==> src/rtl/mem_unit_pkg.sv <==
// Shared types and constants for the accumulator CPU memory unit and its bench.
// Holds the loader FSM encoding, the debug view, the I/O address and the opcodes.
package mem_unit_pkg;

   typedef enum logic {
      LOAD = 1'b0,
      RUN  = 1'b1
   } state_t;

   // Observation point for checkers: FSM state, loader pointer and CPU activity.
   typedef struct packed {
      state_t     state;
      logic [7:0] ld_ptr;
      logic       rd_active;
      logic       wr_active;
   } dbg_t;

   localparam logic [7:0] IO_ADDR_DEFAULT = 8'hFF;

   localparam logic [7:0] OP_LDI  = 8'h01;
   localparam logic [7:0] OP_LD   = 8'h02;
   localparam logic [7:0] OP_ADDI = 8'h03;
   localparam logic [7:0] OP_ADD  = 8'h04;
   localparam logic [7:0] OP_ST   = 8'h05;
   localparam logic [7:0] OP_JUMP = 8'h06;

endpackage

==> src/rtl/mem_unit_if.sv <==
// CPU memory bus plus byte-serial loader and output port of the memory unit.
// Loader handshake: a byte transfers on a cycle where ld_valid and ld_ready are both high
// at the rising edge; ld_ready depends only on registered state, never on ld_valid.
interface mem_unit_if;
   logic [7:0] adrs;
   logic [7:0] wdata;
   logic [7:0] rdata;
   logic       mem_read;
   logic       mem_write;
   logic       ld_valid;
   logic [7:0] ld_data;
   logic       ld_last;
   logic       ld_ready;
   logic       cpu_run;
   logic [7:0] out_port;
   logic       out_stb;

   modport master (
      output adrs, wdata, mem_read, mem_write, ld_valid, ld_data, ld_last,
      input  rdata, ld_ready, cpu_run, out_port, out_stb
   );

   modport slave (
      input  adrs, wdata, mem_read, mem_write, ld_valid, ld_data, ld_last,
      output rdata, ld_ready, cpu_run, out_port, out_stb
   );
endinterface

==> src/rtl/ram256x8.sv <==
// 256x8 RAM with a combinational read port and one clocked write port.
// Contents are deliberately not reset so a loaded program survives rst.
module ram256x8 (
   input  logic       clk,
   input  logic       we,
   input  logic [7:0] waddr,
   input  logic [7:0] wdata,
   input  logic [7:0] raddr,
   output logic [7:0] rdata
);

   logic [7:0] mem [256];

   always_ff @(posedge clk) begin
      if (we) begin
         mem[waddr] <= wdata;
      end
   end

   assign rdata = mem[raddr];

endmodule

==> src/rtl/mem_unit.sv <==
// Program/data memory, program loader and memory-mapped output port for the CPU.
// Owns cpu_run: the CPU is held until the loader has delivered its last byte.
module mem_unit
   import mem_unit_pkg::*;
#(
   parameter logic [7:0] IO_ADDR = IO_ADDR_DEFAULT
) (
   input  logic      clk,
   input  logic      rst,
   mem_unit_if.slave bus,
   output dbg_t      dbg
);

   state_t     state;
   state_t     state_nxt;
   logic [7:0] ld_ptr;
   logic [7:0] ld_ptr_nxt;
   logic [7:0] out_port_q;
   logic       out_stb_q;

   logic       beat;
   logic       io_hit;
   logic       cpu_wr_io;

   logic       ram_we;
   logic [7:0] ram_waddr;
   logic [7:0] ram_wdata;
   logic [7:0] ram_rdata;

   assign io_hit    = (bus.adrs == IO_ADDR);
   assign cpu_wr_io = (state == RUN) && bus.mem_write && io_hit;

   always_ff @(posedge clk or negedge rst) begin
      if (!rst) begin
         state      <= LOAD;
         ld_ptr     <= 8'h00;
         out_port_q <= 8'h00;
         out_stb_q  <= 1'b0;
      end else begin
         state     <= state_nxt;
         ld_ptr    <= ld_ptr_nxt;
         out_stb_q <= cpu_wr_io;
         if (cpu_wr_io) begin
            out_port_q <= bus.wdata;
         end
      end
   end

   // RUN is terminal; only rst returns to LOAD. A beat at 0xFF ends loading since there is no wrap.
   always_comb begin
      state_nxt  = state;
      ld_ptr_nxt = ld_ptr;
      beat       = 1'b0;
      if (state == LOAD) begin
         beat = bus.ld_valid;
         if (beat) begin
            ld_ptr_nxt = ld_ptr + 8'd1;
            if (bus.ld_last || (ld_ptr == 8'hFF)) begin
               state_nxt = RUN;
            end
         end
      end
   end

   // The single write port belongs to the loader in LOAD and to the CPU in RUN.
   always_comb begin
      ram_we    = 1'b0;
      ram_waddr = bus.adrs;
      ram_wdata = bus.wdata;
      if (state == LOAD) begin
         ram_we    = beat;
         ram_waddr = ld_ptr;
         ram_wdata = bus.ld_data;
      end else begin
         ram_we = bus.mem_write && !io_hit;
      end
   end

   ram256x8 u_ram (
      .clk   (clk),
      .we    (ram_we),
      .waddr (ram_waddr),
      .wdata (ram_wdata),
      .raddr (bus.adrs),
      .rdata (ram_rdata)
   );

   assign bus.rdata    = io_hit ? out_port_q : ram_rdata;
   assign bus.ld_ready = (state == LOAD);
   assign bus.cpu_run  = (state == RUN);
   assign bus.out_port = out_port_q;
   assign bus.out_stb  = out_stb_q;

   assign dbg.state     = state;
   assign dbg.ld_ptr    = ld_ptr;
   assign dbg.rd_active = (state == RUN) && bus.mem_read;
   assign dbg.wr_active = (state == RUN) && bus.mem_write;

endmodule

==> src/flat_wrapper.sv <==
// flat-port wrapper written by rule: the top's interface ports become plain ports
module mem_unit_flat import mem_unit_pkg::*;
#(
   parameter logic [7:0] IO_ADDR = IO_ADDR_DEFAULT
)
  (clk, rst, dbg, bus_adrs, bus_wdata, bus_mem_read, bus_mem_write, bus_ld_valid, bus_ld_data, bus_ld_last, bus_rdata, bus_ld_ready, bus_cpu_run, bus_out_port, bus_out_stb);
  mem_unit_if bus_i ();
  input  logic clk;
  input  logic rst;
  output dbg_t dbg;
  input wire logic [$bits(bus_i.adrs)-1:0] bus_adrs;
  input wire logic [$bits(bus_i.wdata)-1:0] bus_wdata;
  input wire logic [$bits(bus_i.mem_read)-1:0] bus_mem_read;
  input wire logic [$bits(bus_i.mem_write)-1:0] bus_mem_write;
  input wire logic [$bits(bus_i.ld_valid)-1:0] bus_ld_valid;
  input wire logic [$bits(bus_i.ld_data)-1:0] bus_ld_data;
  input wire logic [$bits(bus_i.ld_last)-1:0] bus_ld_last;
  output wire logic [$bits(bus_i.rdata)-1:0] bus_rdata;
  output wire logic [$bits(bus_i.ld_ready)-1:0] bus_ld_ready;
  output wire logic [$bits(bus_i.cpu_run)-1:0] bus_cpu_run;
  output wire logic [$bits(bus_i.out_port)-1:0] bus_out_port;
  output wire logic [$bits(bus_i.out_stb)-1:0] bus_out_stb;
  assign bus_i.adrs = bus_adrs;
  assign bus_i.wdata = bus_wdata;
  assign bus_i.mem_read = bus_mem_read;
  assign bus_i.mem_write = bus_mem_write;
  assign bus_i.ld_valid = bus_ld_valid;
  assign bus_i.ld_data = bus_ld_data;
  assign bus_i.ld_last = bus_ld_last;
  assign bus_rdata = bus_i.rdata;
  assign bus_ld_ready = bus_i.ld_ready;
  assign bus_cpu_run = bus_i.cpu_run;
  assign bus_out_port = bus_i.out_port;
  assign bus_out_stb = bus_i.out_stb;
  mem_unit #(.IO_ADDR(IO_ADDR)) u_core (.clk(clk), .rst(rst), .bus(bus_i), .dbg(dbg));
endmodule
==> config.mk <==
export PLATFORM = sky130hd
export DESIGN_NAME = mem_unit_flat
export DESIGN_NICKNAME = d
export VERILOG_FILES = /design/src/rtl/mem_unit_pkg.sv /design/src/rtl/mem_unit_if.sv /design/src/rtl/ram256x8.sv /design/src/rtl/mem_unit.sv /design/src/flat_wrapper.sv
export SDC_FILE = /design/constraint.sdc
export NUM_CORES = 2
export LEC_CHECK = 0
export ABC_AREA = 1
export BUFFER_PORTS_ARGS = -buffer_cell sky130_fd_sc_hd__buf_2
export CAP_MARGIN = 10
export CORE_AREA = 2 2 443 489
export CTS_BUF_LIST = sky130_fd_sc_hd__clkbuf_2
export CTS_CLUSTER_SIZE = 28
export DETAILED_ROUTE_END_ITERATION = 7
export DIE_AREA = 0 0 445 491
export HOLD_SLACK_MARGIN = 0.03
export PLACE_DENSITY_LB_ADDON = 0.15
export RECOVER_POWER = 100
export SLEW_MARGIN = 20
export SYNTH_ARGS = -nofsm -noshare
export SYNTH_HDL_FRONTEND = slang
export SYNTH_SLANG_ARGS = --single-unit
==> constraint.sdc <==
create_clock -name clk -period 12.8 [get_ports clk]
set_input_delay 0.64 -clock clk [delete_from_list [all_inputs] [get_ports clk]]
set_output_delay 0.64 -clock clk [all_outputs]
set_load 0.01 [all_outputs]
==> impl_metrics.csv <==
group,metric,value,unit
power_and_ir_drop,power.density,136,mW/mm²
cts,cts_tree,"built",
critical_path,crit_path_start_kind,"flop",
logic_synthesis,synth_area,0.0870,mm²
critical_path,r2r_slack,3.92,ns
grt,grt_pass1_vias,58100,
cts,root_buffer,"clkbuf_2",
routing,met3_length,17.8,mm
routing,top_layer_used,"met4",
logic_synthesis,postSynthCellCount,8023,
place,dp_cells,10500,
cells_and_area,syn_to_final_growth,8.72,%
cells_and_area,mostFrequentLayoutCell,"edfxtp_1",
critical_path,endpoint,"u_core.u_ram.mem[124][1]",
floorplanning,start_util,40.8,%
hold_path,holdPathStages,6,
critical_path,critical-path-top-delay-family,"buffers and inverters",
critical_path,path_cells,"inv_1, clkbuf_1, nand2_1, o21ai_4, clkbuf_1, clkbuf_1",
run,cap_violations,34,
critical_path,cp.arrival,9.84,ns
place,hpwl,144,mm
cells_and_area,drive_gt1_share,11.0,%
routing,drt-initial-drc-count,5369,
routing,antenna_left,0,
critical_path,crit_type,"reg -> reg",
floorplanning,die_area,0.218,mm²
hold_path,min_path_type,"in -> reg",
sta,rsz0062_at_grt,"no",
critical_path,cp-end-kind,"flop",
logic_synthesis,synth-seq-cells,2066,
cells_and_area,final_nets,8358,
logic_synthesis,yosysSeqAreaShare,71.2,%
run_status,status,"complete, but fails checks",
sta,timing.final.crit_share,69.3,%
critical_path,crit_buf_inv,4,
logic_synthesis,yosys_warnings,0,
grt,grt_use_total,23.6,%
floorplanning,fp.dieH,491,µm
critical_path,crit_slowest_cell,"clkbuf_1",
routing,wire_per_inst,22.8,µm
routing,num_vias,59600,
cells_and_area,final_core_util,44.3,%
floorplanning,dieWidth,445,µm
place,io_buffers,59,
grt,grt_start_max_net_pins,225,
sta,drv_slew,1443,
critical_path,critPathMaxStageDelay,2.97,ns
cells_and_area,instances_no_fill,11500,
sta,tightest_slew,4.30,ns
cts,clock_sinks,2066,
critical_path,r2r_cells,6,
cts,cts_max_level,6,
sta,setup_viol,0,
routing,drc,0,
cts,cts_resized,0,
place,gp_congestion,0.853,
grt,grt-ovfl-total,0,
sta,finalHoldViolCount,0,
routing,m1WireLength,111,mm
critical_path,r2r_start,"u_core.bus.cpu_run",
power_and_ir_drop,peakVddDrop,0.0684,mV
critical_path,cp_max_fo,72,
routing,drt_wl_total,262,mm
floorplanning,core_area,0.213,mm²
critical_path,setup.worst_path.start,"u_core.bus.cpu_run",
cts,cts_buffers,561,
cts,clock_path_buffers,4,
cts,post_cts_buffers,0,
sta,maxSlewHeadroom,-187,%
routing,drt_first_pass_iters,7,
logic_synthesis,synth.avg_cell_area,10.8,µm²
floorplanning,fp-row-count,178,
sta,fmax,0.113,GHz
grt,antenna_found_initial,8,
critical_path,r2r-end,"u_core.u_ram.mem[124][1]",
cts,clkTransAtPathRegs,0.10,ns
logic_synthesis,synth.distinct_cells,31,
critical_path,path_depth,6,
cts,clk_latency,1.86,ns
sta,period_needed,8.88,ns
logic_synthesis,syn_nets,8054,
grt,grt_pass1_wl,384,mm
cells_and_area,layout_common_cells,"2048 x edfxtp_1, 1996 x nand2_1, 1483 x nor2_1",
run_status,violations,"max-capacitance violations, max-slew violations",
sta,skew,0.167,ns
power_and_ir_drop,p_leak,36.0,nW
floorplanning,num_io_pins,60,
critical_path,worstPathRequired,13.76,ns
routing,vias_per_cell,5.19,
critical_path,crit_top_cell,"clkbuf_1",
routing,wl_met2,124,mm
## worst min-delay path, stage by stage
cell     delay, ns
buf_2         0.27
nand2_1       0.23
nor4_2        0.11
nand2_1       0.70
nand2_1       0.08
o21ai_0       0.06
## synthesized netlist by cell type
library cell	number	area share, %
nand4_1	1	0.0072
o22ai_1	17	0.12
clkinv_1	15	0.065
nand2_1	2006	8.7
clkbuf_1	141	0.61
dfrtp_1	18	0.52
inv_4	1	0.0072
nor2_1	1486	6.4
nand3_1	577	3.3
xor2_1	6	0.060
buf_6	19	0.25
o21ai_2	1	0.010
a31oi_1	1	0.0072
a21oi_4	1	0.019
inv_1	582	2.5
buf_1	60	0.26
nor4_2	1	0.014
a21oi_1	70	0.40
buf_2	208	1.2
buf_8	3	0.052
ha_1	1	0.014
buf_4	31	0.27
nor3_1	1	0.0057
nand3b_1	1	0.0086
inv_2	4	0.017
o21ai_1	72	0.41
o211ai_1	108	0.93
or2_2	2	0.014
xnor2_1	1	0.010
o21ai_0	540	3.1
edfxtp_1	2048	71
## through the flow
step	power (mW)	area (µm²)	hold WS, ns	TNS, ns	setup WS (ns)
2_1_floorplan	8.20	87000	0.344	-456.92	-0.255
3_5_place_dp	8.49	89500	0.520	0	6.59
6_report	12.9	94600	0.318	0	3.92
3_3_place_gp	8.49	89500	0.511	0	6.58
5_1_grt	13.4	94600	0.148	0	3.44
4_1_cts	13.0	94800	0.0305	0	6.59
## registers in the layout (all words and copies together), names as in the netlist
register	count
u_core.bus.out_port	8
u_core.u_ram.mem	2048
u_core.bus.out_stb	1
u_core.bus.cpu_run	1
u_core.ld_ptr	8
## routing by layer
metal	vias to the layer above	global-route usage, %
li1	27800	-
met1	29100	31.6
met2	2167	38.2
met3	451	4.18
met4	0	9.37
met5	-	0
## final cells by class
cell class	count	area, µm²
inverter	602	2290
timing repair buffer	203	1560
clock inverter	108	639
fill	20400	119000
sequential	2066	61900
tap	2790	3490
antenna	5	12.5
multi-input combinational	4893	20600
clock buffer	810	4050
## power breakdown
| group | total [mW] | switching [mW] | internal, mW |
|---|---|---|---|
| sequential | 7.45 | 0.00553 | 7.44 |
| combinational | 0.906 | 0.703 | 0.203 |
| clock | 4.55 | 2.72 | 1.83 |
## worst min-delay path by stage
| stage | slack [ns] | to | startpoint |
|---|---|---|---|
| floorplan | 0.34 | u_core.bus.cpu_run | rst |
| global placement | 0.51 | u_core.bus.out_port[4] | u_core.bus.out_port[4] |
| detailed placement | 0.52 | u_core.bus.out_port[4] | u_core.bus.out_port[4] |
| CTS | 0.03 | u_core.bus.out_port[2] | rst |
| global route | 0.15 | u_core.bus.out_port[5] | bus_adrs[6] |
| finish | 0.32 | u_core.bus.out_port[5] | bus_adrs[6] |
## what timing repair did
item | CTS | global route
endpoints found under the setup margin | 0 | 0
hold endpoints to repair | 1425 | 0
hold buffers | 61 | 0
## kinds of logic (layout without fill, tap and decap cells)
kind of cell	count (synthesis)	after routing	share of synthesized area, %
AND/OR/NAND/NOR	4075	4075	18.4
flip-flops	2066	2066	71.2
buffers and inverters	1064	1723	5.23
AO/OA/AOI/OAI	810	810	5.01
XOR/XNOR	7	7	0.0705
adder cells (fa/ha/maj)	1	1	0.0144
other	0	5	0
Power figures use the tool's default switching activity.
